==> config.mk <==
export PLATFORM = sky130hd
export DESIGN_NAME = wave_capture
export DESIGN_NICKNAME = d
export VERILOG_FILES = /design/src/rtl/wave_capture.sv
export SDC_FILE = /design/constraint.sdc
export NUM_CORES = 1
export LEC_CHECK = 0
export CELL_PAD_IN_SITES_DETAIL_PLACEMENT = 1
export CELL_PAD_IN_SITES_GLOBAL_PLACEMENT = 2
export CORE_MARGIN = 2
export CORE_UTILIZATION = 22
export DETAILED_ROUTE_END_ITERATION = 10
export PLACE_DENSITY_LB_ADDON = 0.1
export SLEW_MARGIN = 15
export SYNTH_ARGS = -nofsm -noshare
export SYNTH_HDL_FRONTEND = slang
export SYNTH_SLANG_ARGS = --single-unit
==> constraint.sdc <==
create_clock -name clk -period 1.85 [get_ports clk]
set_input_delay 0.2775 -clock clk [delete_from_list [all_inputs] [get_ports clk]]
set_output_delay 0.2775 -clock clk [all_outputs]
set_load 0.005 [all_outputs]
==> src/rtl/wave_capture.sv <==
// Wave capture: waits for a negative-to-non-negative zero crossing, then fills
// one half of a double-buffered sample RAM while the display reads the other half.
module wave_capture #(
  parameter int NUM_SAMPLES = 256
) (
  input  logic                           clk,
  input  logic                           reset,
  input  logic                           new_sample_ready,
  input  logic [15:0]                    new_sample_in,
  input  logic                           wave_display_idle,
  output logic [$clog2(NUM_SAMPLES):0]   write_address,
  output logic                           write_enable,
  output logic [7:0]                     write_sample,
  output logic                           read_index
);

  localparam int CW = $clog2(NUM_SAMPLES);
  localparam logic [CW-1:0] LAST = CW'(NUM_SAMPLES - 1);

  typedef enum logic [1:0] {ARMED, ACTIVE, WAIT} state_t;

  state_t        state, next_state;
  logic [CW-1:0] count, next_count;
  logic          prev_neg, next_prev_neg;
  logic          next_read_index;

  always_ff @(posedge clk or posedge reset) begin
    if (reset) begin
      state      <= ARMED;
      count      <= '0;
      prev_neg   <= 1'b0;
      read_index <= 1'b0;
    end else begin
      state      <= next_state;
      count      <= next_count;
      prev_neg   <= next_prev_neg;
      read_index <= next_read_index;
    end
  end

  always_comb begin
    next_state      = state;
    next_count      = count;
    next_prev_neg   = prev_neg;
    next_read_index = read_index;
    write_enable    = 1'b0;
    case (state)
      ARMED: begin
        if (new_sample_ready) begin
          next_prev_neg = new_sample_in[15];
          // Zero counts as non-negative, so a negative-then-zero pair triggers.
          if (prev_neg && !new_sample_in[15]) begin
            next_state = ACTIVE;
            next_count = '0;
          end
        end
      end
      ACTIVE: begin
        write_enable = new_sample_ready;
        if (new_sample_ready) begin
          next_count = count + CW'(1);
          if (count == LAST) next_state = WAIT;
        end
      end
      WAIT: begin
        // Swap only while the display is off the wave region; samples are dropped here.
        if (wave_display_idle) begin
          next_read_index = ~read_index;
          next_prev_neg   = 1'b0;
          next_state      = ARMED;
        end
      end
      default: next_state = ARMED;
    endcase
  end

  assign write_address = {~read_index, count};
  assign write_sample  = {~new_sample_in[15], new_sample_in[14:8]};

endmodule

==> summary.md <==
| Metric | Value |
|---|---|
| Total power | around 0.9 mW |
| Max Slew Vio Count | 0 |
| Congestion Overflow GR | 0 |
| Reg clk slew, reported paths | about 70 ps |
| Placed Area | between 800 and 900 sq um |
| Maximum VDD drop | just over 0.3 mV |
| Register area share after synthesis | a little over two fifths |
| Critical Path Max Stage Delay | around 490 ps |
| CP Launch Type | flip-flop |
| Ys flop type | dfrtp_1 |
| Net Count, Synth | 91 |
| Initial antenna violation count | 0 |
| Seq cells post-synth | 12 |
| Post-route setup TNS | 0 ps |
| FILL cells | roughly 370 |
| First-pass GRT wire length | ~2.7 mm |
| Final hold viol count | 0 |
| Critical path class | flip-flop to output port |
| Clk_skew | ~0.8 ps |
| Least-Margin Pin Slew | about 520 ps |
| Critical Path, Cell by Cell | inv_2 -> and3_4 -> clkdlybuf4s50_1 |
| Antenna fix cells | 0 |
| Port Buffers | 16 |
| Outcome | complete, no violations |
| Antenna-violating nets left | 0 |
| Unrepaired setup endpoints after global routing | no |
| Worst path slowest cell | clkdlybuf4s50_1 |
| Final instance area | slightly below 900 sq um |
| Fraction of layout cells with a size suffix above 1 | ~13% |
| Placer congestion estimate | between 0.6 and 0.7 |
| R2r setup slk | 520 ps |
| Synth unique cells | 28 |
| I/O pins | 39 |
| Finished Layout Cells | 126 |
| TritonRoute pass-1 iters | 4 |
| Num CTS Buffers | 3 |
| Area Overhead vs Synth | 26.4% |
| Tmin final | about 1700 ps |
| Clock sinks | 12 |
| DIE AREA | ~3700 sq um |
| Highest Clock Rate | 574 MHz |
| Count of endpoints failing setup in the final report | 0 |
| Vias/cell | roughly 4.3 |
| Worst rel slew slack | 65.6% |
| Initial core utilization | a little under a quarter |
| Synth Instances | 70 |
| Pleak | 0.394 nW |
| Post-Place Cells | between 100 and 150 |
| Htree depth | 1 |
| Setup ws final | approximately 110 ps |
| EDFF count, synth | 0 |
| Hold Path Class | input pin to async pin |
| Largest net degree at the start of global routing | 15 |
| Fin crit share | between 90% and 100% |
| Core region area | approximately 3100 sq um |
| DRC viols | 0 |
| WL/cell | 12.8 um |
| Critical Path End Type | output port |
| Die width | approximately 61 um |
| Die Y-Extent | 60.6 um |
| MaxCap Viol Count | 0 |
| Clk_lat worst skew | between 200 and 300 ps |
| Pre-CTS WS | ~80 ps |
| PD cells | around 1000 nW/um^2 |
| Crit-path max FO | 6 |
| Number of global-route vias before repair | ~570 |
| Crit path DAT | 1460 ps |
| Vias | roughly 550 |
| Post-Route WL | between 1.5 and 2 mm |
| Total track usage | between 10% and 20% |
| Rows | 20 |
| Synthesized area | ~710 sq um |
| Req. time, crit path | ~1600 ps |
| Syn avg cell area | between 10 and 15 sq um |
| Fin nets | roughly 110 |
| YS warnings | 0 |
| Async SR Flop Fraction | between 90% and 100% |
| Post-detail-place hpwl | 1.18 mm |
| TritonCTS clock tree | built |
| Initial drt markers | 7 |
| Max clock buf depth | 2 |
| Root Buffer | clkbuf_4 |
[cells by family (layout without fill, tap and decap cells)]
family / after synthesis / after routing / synth area share, %
AND/OR/NAND/NOR: 21 / 21 / 17.9
buffers and inverters: 15 / 27 / 14.0
AO/OA/AOI/OAI: 12 / 12 / 12.1
flip-flops: 12 / 12 / 42.6
XOR/XNOR: 7 / 7 / 8.69
multiplexers: 2 / 2 / 3.01
adder cells (fa/ha/maj): 1 / 1 / 1.77
[critical path: cells and delay by family, from the launching register on]
family / cells / cell delay, ps
AND/OR/NAND/NOR: 1 / 190
flip-flops: 1 / 410
buffers and inverters: 2 / 590
[final cells by class]
cell class / instances / area, sq um / share of cell area, %
clock buffers: 3 / 22.5 / 2.52
inverters: 5 / 18.8 / 2.10
multi-input cells: 43 / 312 / 34.9
flip-flops and latches: 12 / 302 / 33.8
well taps: 44 / 55.1 / 6.17
repair buffers: 19 / 183 / 20.5
[synthesized netlist by cell type (2+ instances only)]
cell type	number	share of area (%)
o211ai_1	3	3.2
dfrtp_1	12	43
xor2_1	6	7.4
inv_1	4	2.1
o21ai_1	3	2.1
nand2_1	2	1.1
buf_6	2	3.2
buf_4	7	7.4
and3_1	3	2.7
o2111ai_1	3	3.7
nor2_1	8	4.3
[stage by stage]
stage                     hold WS (ps)  util (%)
final                              332      29.2
after global placement             494      28.0
after global routing               376      29.2
after CTS                          351      29.0
after detailed placement           494      28.0
after floorplan                    142         -
[sequential cells by signal (all words and copies together) (netlist names)]
signal and cells:
count 8, prev_neg 1, read_index 1, state 2
[report_power, final]
| group | leakage, nW | switching, mW | internal [mW] | total, mW |
|---|---|---|---|---|
| sequential | 0.150 | 0.0611 | 0.326 | 0.387 |
| clock | 0.0138 | 0.0890 | 0.0754 | 0.164 |
| combinational | 0.231 | 0.156 | 0.207 | 0.363 |
| total | 0.394 | 0.306 | 0.608 | 0.914 |
[layer usage]
layer	up-vias	GRT usage (%)	share of wire, %
met5	-	0	0
met4	0	3.73	1.5
met3	4	4.90	4.5
met2	11	17.2	46
met1	268	12.0	48
li1	263	-	-
[layout by cell type, fill, tap and decap left out, drive strengths merged, types with 2 or more instances in the layout]
cell and n:
clkdlybuf4s50 16, dfrtp 12, nor2 8, xor2 6, inv 5, o21ai 4
o2111ai 3, o211ai 3, clkbuf 3, buf 3, and3 3, nand2 2
[final timing paths]
kind                            start           end  cells after the start
hold / removal                  reset      count[6]                      2
hold reg to reg            read_index    read_index                      1
setup reg to reg             state[1]      count[7]                      5
min in group clk           read_index    read_index                      1
setup / recovery             state[1]  write_enable                      3
max in group asynchronous       reset      state[1]                      2
[timing repair]
| action | in CTS | in global routing |
|---|---|---|
| resized for setup | 2 | 0 |
| setup endpoints to repair | 1 | 1 |
| hold buffers | 0 | 0 |
| pin swaps | 0 | 0 |
| buffers inserted | 0 | 1 |
(Power assumes the default switching activity.)
